--- config.mk ---
export PLATFORM = sky130hd
export DESIGN_NAME = bus_arbiter
export DESIGN_NICKNAME = d
export VERILOG_FILES = /design/src/rtl/nibbler_bus_pkg.sv /design/src/rtl/rr_picker.sv /design/src/rtl/bus_arbiter.sv
export SDC_FILE = /design/constraint.sdc
export NUM_CORES = 1
export LEC_CHECK = 0
export ABC_AREA = 1
export BUFFER_PORTS_ARGS = -buffer_cell sky130_fd_sc_hd__buf_2
export CELL_PAD_IN_SITES_DETAIL_PLACEMENT = 1
export CELL_PAD_IN_SITES_GLOBAL_PLACEMENT = 2
export CORE_AREA = 2 2 51 64
export DETAILED_ROUTE_END_ITERATION = 8
export DIE_AREA = 0 0 53 66
export MAX_ROUTING_LAYER = met4
export PLACE_DENSITY_LB_ADDON = 0.3
export SETUP_SLACK_MARGIN = 0.2
export SYNTH_ARGS = -nofsm -noshare
export SYNTH_HDL_FRONTEND = slang
export SYNTH_SLANG_ARGS = --single-unit
--- constraint.sdc ---
create_clock -name clk -period 1.9 [get_ports clk]
set_input_delay 0.19 -clock clk [delete_from_list [all_inputs] [get_ports clk]]
set_output_delay 0.19 -clock clk [all_outputs]
set_load 0.02 [all_outputs]
--- src/rtl/nibbler_bus_pkg.sv ---
// +----------------------------------------------------------------------------+
// | nibbler_bus_pkg : shared types for the nibbler 4-bit data bus.             |
// | Rev 1.0 - initial release                                                  |
// +----------------------------------------------------------------------------+
`default_nettype none

package nibbler_bus_pkg;

  localparam int BUS_W = 4;

  typedef enum logic [1:0] {
    IDLE  = 2'd0,
    GRANT = 2'd1,
    TURN  = 2'd2
  } arb_state_t;

  // Counter width that stays legal when the count range collapses to one value.
  function automatic int cnt_width(input int n);
    return (n > 1) ? $clog2(n) : 1;
  endfunction

endpackage

`default_nettype wire

--- src/rtl/rr_picker.sv ---
// +----------------------------------------------------------------------------+
// | rr_picker : combinational round-robin winner select, starting after        |
// |             last_owner_i and wrapping, so last_owner_i has lowest priority. |
// | Rev 1.0 - initial release                                                  |
// +----------------------------------------------------------------------------+
`default_nettype none

module rr_picker
  import nibbler_bus_pkg::*;
#(
  parameter int N_REQ = 4
) (
  input  logic [N_REQ-1:0]         req_i,
  input  logic [$clog2(N_REQ)-1:0] last_owner_i,
  output logic [$clog2(N_REQ)-1:0] winner_o,
  output logic                     any_req_o
);

  localparam int IW = $clog2(N_REQ);

  logic [N_REQ-1:0]   upper_mask;
  logic [2*N_REQ-1:0] dbl_req;
  logic               found;

  // Lower copy keeps only bits above the pointer; upper copy covers the wrap.
  always_comb begin
    upper_mask = '0;
    for (int j = 0; j < N_REQ; j++) begin
      upper_mask[j] = (j > int'(last_owner_i));
    end
    dbl_req  = {req_i, req_i & upper_mask};
    winner_o = '0;
    found    = 1'b0;
    for (int i = 0; i < 2*N_REQ; i++) begin
      if (!found && dbl_req[i]) begin
        found    = 1'b1;
        winner_o = IW'(i % N_REQ);
      end
    end
  end

  assign any_req_o = |req_i;

endmodule

`default_nettype wire

--- src/rtl/bus_arbiter.sv ---
// +----------------------------------------------------------------------------+
// | bus_arbiter : round-robin owner scheduling for the shared tri-state bus,   |
// |               with bounded hold under contention and dead-cycle turnaround.|
// | Rev 1.0 - initial release                                                  |
// +----------------------------------------------------------------------------+
`default_nettype none

module bus_arbiter
  import nibbler_bus_pkg::*;
#(
  parameter int N_REQ    = 4,
  parameter int MAX_HOLD = 8,
  parameter int TURN_CYC = 1
) (
  input  logic                     clk,
  input  logic                     rst_n,
  input  logic [N_REQ-1:0]         req,
  output logic [N_REQ-1:0]         enable_port,
  output logic [$clog2(N_REQ)-1:0] grant_id,
  output logic                     bus_busy
);

  localparam int IW = $clog2(N_REQ);
  localparam int HW = cnt_width(MAX_HOLD);
  localparam int TW = cnt_width(TURN_CYC);

  localparam logic [HW-1:0] HOLD_LAST = HW'(MAX_HOLD - 1);
  localparam logic [TW-1:0] TURN_LAST = TW'(TURN_CYC - 1);
  localparam logic [IW-1:0] PTR_RESET = IW'(N_REQ - 1);

  arb_state_t       state_q, state_d;
  logic [N_REQ-1:0] enable_q, enable_d;
  logic [IW-1:0]    grant_q, grant_d;
  logic             busy_q, busy_d;
  logic [IW-1:0]    last_q, last_d;
  logic [HW-1:0]    hold_q, hold_d;
  logic [TW-1:0]    turn_q, turn_d;

  logic [IW-1:0]    winner;
  logic             any_req;
  logic [N_REQ-1:0] winner_onehot;
  logic             contend;

  rr_picker #(
    .N_REQ (N_REQ)
  ) u_picker (
    .req_i        (req),
    .last_owner_i (last_q),
    .winner_o     (winner),
    .any_req_o    (any_req)
  );

  assign winner_onehot = N_REQ'(1) << winner;
  // In GRANT enable_q is the owner's one-hot, so this is "anyone else waiting".
  assign contend       = |(req & ~enable_q);

  always_comb begin
    state_d  = state_q;
    enable_d = enable_q;
    grant_d  = grant_q;
    busy_d   = busy_q;
    last_d   = last_q;
    hold_d   = hold_q;
    turn_d   = turn_q;
    case (state_q)
      IDLE: begin
        if (any_req) begin
          state_d  = GRANT;
          enable_d = winner_onehot;
          grant_d  = winner;
          busy_d   = 1'b1;
          last_d   = winner;
          hold_d   = '0;
        end
      end
      GRANT: begin
        if (!req[grant_q] || (hold_q == HOLD_LAST && contend)) begin
          state_d  = TURN;
          enable_d = '0;
          busy_d   = 1'b0;
          turn_d   = '0;
        end else if (hold_q != HOLD_LAST) begin
          hold_d = hold_q + HW'(1);
        end
      end
      TURN: begin
        if (turn_q == TURN_LAST) begin
          if (any_req) begin
            state_d  = GRANT;
            enable_d = winner_onehot;
            grant_d  = winner;
            busy_d   = 1'b1;
            last_d   = winner;
            hold_d   = '0;
          end else begin
            state_d = IDLE;
          end
        end else begin
          turn_d = turn_q + TW'(1);
        end
      end
      default: begin
        state_d  = IDLE;
        enable_d = '0;
        busy_d   = 1'b0;
      end
    endcase
  end

  always_ff @(posedge clk or negedge rst_n) begin
    if (!rst_n) begin
      state_q  <= IDLE;
      enable_q <= '0;
      grant_q  <= '0;
      busy_q   <= 1'b0;
      last_q   <= PTR_RESET;
      hold_q   <= '0;
      turn_q   <= '0;
    end else begin
      state_q  <= state_d;
      enable_q <= enable_d;
      grant_q  <= grant_d;
      busy_q   <= busy_d;
      last_q   <= last_d;
      hold_q   <= hold_d;
      turn_q   <= turn_d;
    end
  end

  assign enable_port = enable_q;
  assign grant_id    = grant_q;
  assign bus_busy    = busy_q;

endmodule

`default_nettype wire

==> metrics.txt <==
status=complete, no violations; Setup WS pre-CTS=between 0.4 and 0.5 ns; Post-CTS Hold Buffers=1; pwr dens=about 1600 mW/mm²; Clk pwr share=0.136; global-route wire length before repair=about 3700 µm; Peak VDD IR=approximately 580 µV; number of vias per cell=between 4 and 5; CTS Sinks=14; Slew headroom=0.775; sequential power share=0.337; largest net degree at the start of global routing=15; share of the synthesized area in the top cell type=0.350; RSZ-0062 raised after global routing=false; Final Hold Fails=0; Clock Path Buffers=2; setup TNS=0 ns; synth unique cells=20; Placement Cell Area=about 960 µm²; Max Freq=between 700 and 800 MHz; Synth Cell Area=858 µm²; FP Rows=22; pins over their slew limit=0; initial antenna violation count=0; htree depth=1; clk root buf=clkbuf_4; first drt pass iteration count=4; clock latency on the worst-skew pair=between 0.2 and 0.3 ns; P_int=0.000846 W; die width=around 53 µm; Switching Fraction=0.475; Initial Utilization=0.297; endpoints failing setup=0; Sw Pwr=around 0.00077 W; Slew @ Worst Pin=0.335 ns; WL final=2050 µm; Post-Place Cells=~160; total track usage=0.149; routed len/inst=12.5 µm; DR iter-0 viols=15; Tmin final=approximately 1.4 ns; Post-Syn Nets=roughly 120; worst hold path type=input pin to asynchronous set/reset pin; gp weighted congestion=approximately 0.73; Leak=0.581 nW; fin crit share=0.745; top cells by area, synth=dfrtp_1, nand2_1, inv_1; Syn Inst Count=roughly 110; most common cell after layout, fill and taps aside=nand2_1; vias in the first global route=between 800 and 900; Warnings, synthesis=0; Clock Skew=0.00762 ns; Post-DP HPWL=between 1500 and 2000 µm; post-cts sizing count=0; TritonCTS clock tree=yes; total congestion overflow=0; Die Footprint=0.00350 mm²; commonest non-fill, non-tap cells in the layout=nand2_1, inv_1, dfrtp_1, buf_2, nand3_1; Design Area, Final=between 0.001 and 0.0015 mm²; worst setup path startpoint=hold_q[0]; share of cells above drive strength 1=0.305; worst path required time=2.08 ns; core box area=a little under 0.003 mm²; final setup margin=0.484 ns; Comb pwr share=0.527; Pwr Total=approximately 0.0016 W; Worst-path clk slew=~0.090 ns; TritonCTS Buffers=3; Ant. Diodes=0; DIE HEIGHT=66 µm; peak fanout along the critical path=5; nature of the critical path endpoint=flip-flop; area growth from synthesis to layout=17.6%; fin nets=137; Final Non-Filler Cells=164; Post-CTS Setup Bufs=0; sequential share of the synthesized area=0.411; synthesized area per cell=7.73 µm²; Crit path arrival time=roughly 1.6 ns; max-cap violations=0; CP Class=flip-flop to flip-flop; total number of vias=approximately 760; DRT antenna net count=0; I/O Buffers=12; # IOs=13; DRC violations left=0; CP startpoint kind=flip-flop; Synth Register Bits=14; Fill cells=about 390; reg2reg start=hold_q[0]; area leader, netlist=dfrtp_1
[worst paths after layout]
check / endpoint / slack, ns / depth (start not counted)
setup / recovery: hold_q[0] / 0.48 / 8
max in group asynchronous: last_q[0] / 1.27 / 2
hold / removal: enable_port[2] / 0.33 / 2
hold reg to reg: bus_busy / 0.48 / 2
setup reg to reg: hold_q[0] / 0.48 / 8
min in group clk: state_q[1] / 0.36 / 5
[cells by family (layout without fill, tap and decap cells)]
group / after synthesis / in the layout / synth area share
compound gates: 8 / 8 / 0.0583
flops: 14 / 14 / 0.411
buf+inv: 20 / 37 / 0.0875
fa+ha+maj: 2 / 2 / 0.0291
simple gates: 67 / 67 / 0.414
[stage by stage]
step / utilization / hold WS (ns)
after CTS: 0.349 / 0.338
final: 0.349 / 0.330
after global routing: 0.349 / 0.359
after detailed placement: 0.333 / 0.120
after global placement: 0.333 / 0.116
after floorplan: - / -0.106
[cells in the mapped netlist]
cell     number
nand3_1       9
nand2_4       3
inv_2         2
nor3_1        1
dfstp_2       2
nand2_1      35
ha_1          2
o21ai_2       2
o21ai_0       4
nor2_1        4
a21oi_1       1
nand3_2       4
nor2_4        1
o21a_1        1
nand4_1       1
inv_1        18
dfrtp_1      12
nor2_2        2
nand2_2       6
nand3_4       1
[area by class of cell]
cell class | instances | area [µm²] | share of cell area
clock buffers | 4 | 36.3 | 0.0359
inverters | 20 | 75.1 | 0.0743
multi-input cells | 77 | 430 | 0.426
flip-flops and latches | 14 | 353 | 0.349
well taps | 36 | 45.0 | 0.0446
repair buffers | 13 | 70.1 | 0.0694
[critical path, stage by stage, from the launching register on]
cell and delay (ns):
dfrtp_1 0.41, ha_1 0.21, ha_1 0.21, o21ai_2 0.10, nand3_4 0.12, nand2_4 0.11, nand2_4 0.06, nand2_1 0.05
nand2_1 0.04
[registers in the layout, indices dropped and copies added (netlist names)]
name,cells
last_q,2
state_q,2
hold_q,3
enable_port,4
grant_id,2
bus_busy,1
[power groups by stage]
stage	Combinational [W]	Clock [W]	Sequential (W)
floorplan	0.000548	0	0.000626
global placement	0.000853	0	0.000546
detailed placement	0.000871	0	0.000552
CTS	0.000876	0.000231	0.000547
global route	0.000976	0.000242	0.000566
finish	0.000850	0.000219	0.000542
[layer usage]
layer  GRT usage  wire length, µm  vias up
li1            -                -      381
met3      0.0136               41        5
met2       0.277             1150        8
met4      0.0769               42        0
met5           -                0        -
met1       0.149              813      365
Power figures use the tool's default switching activity.
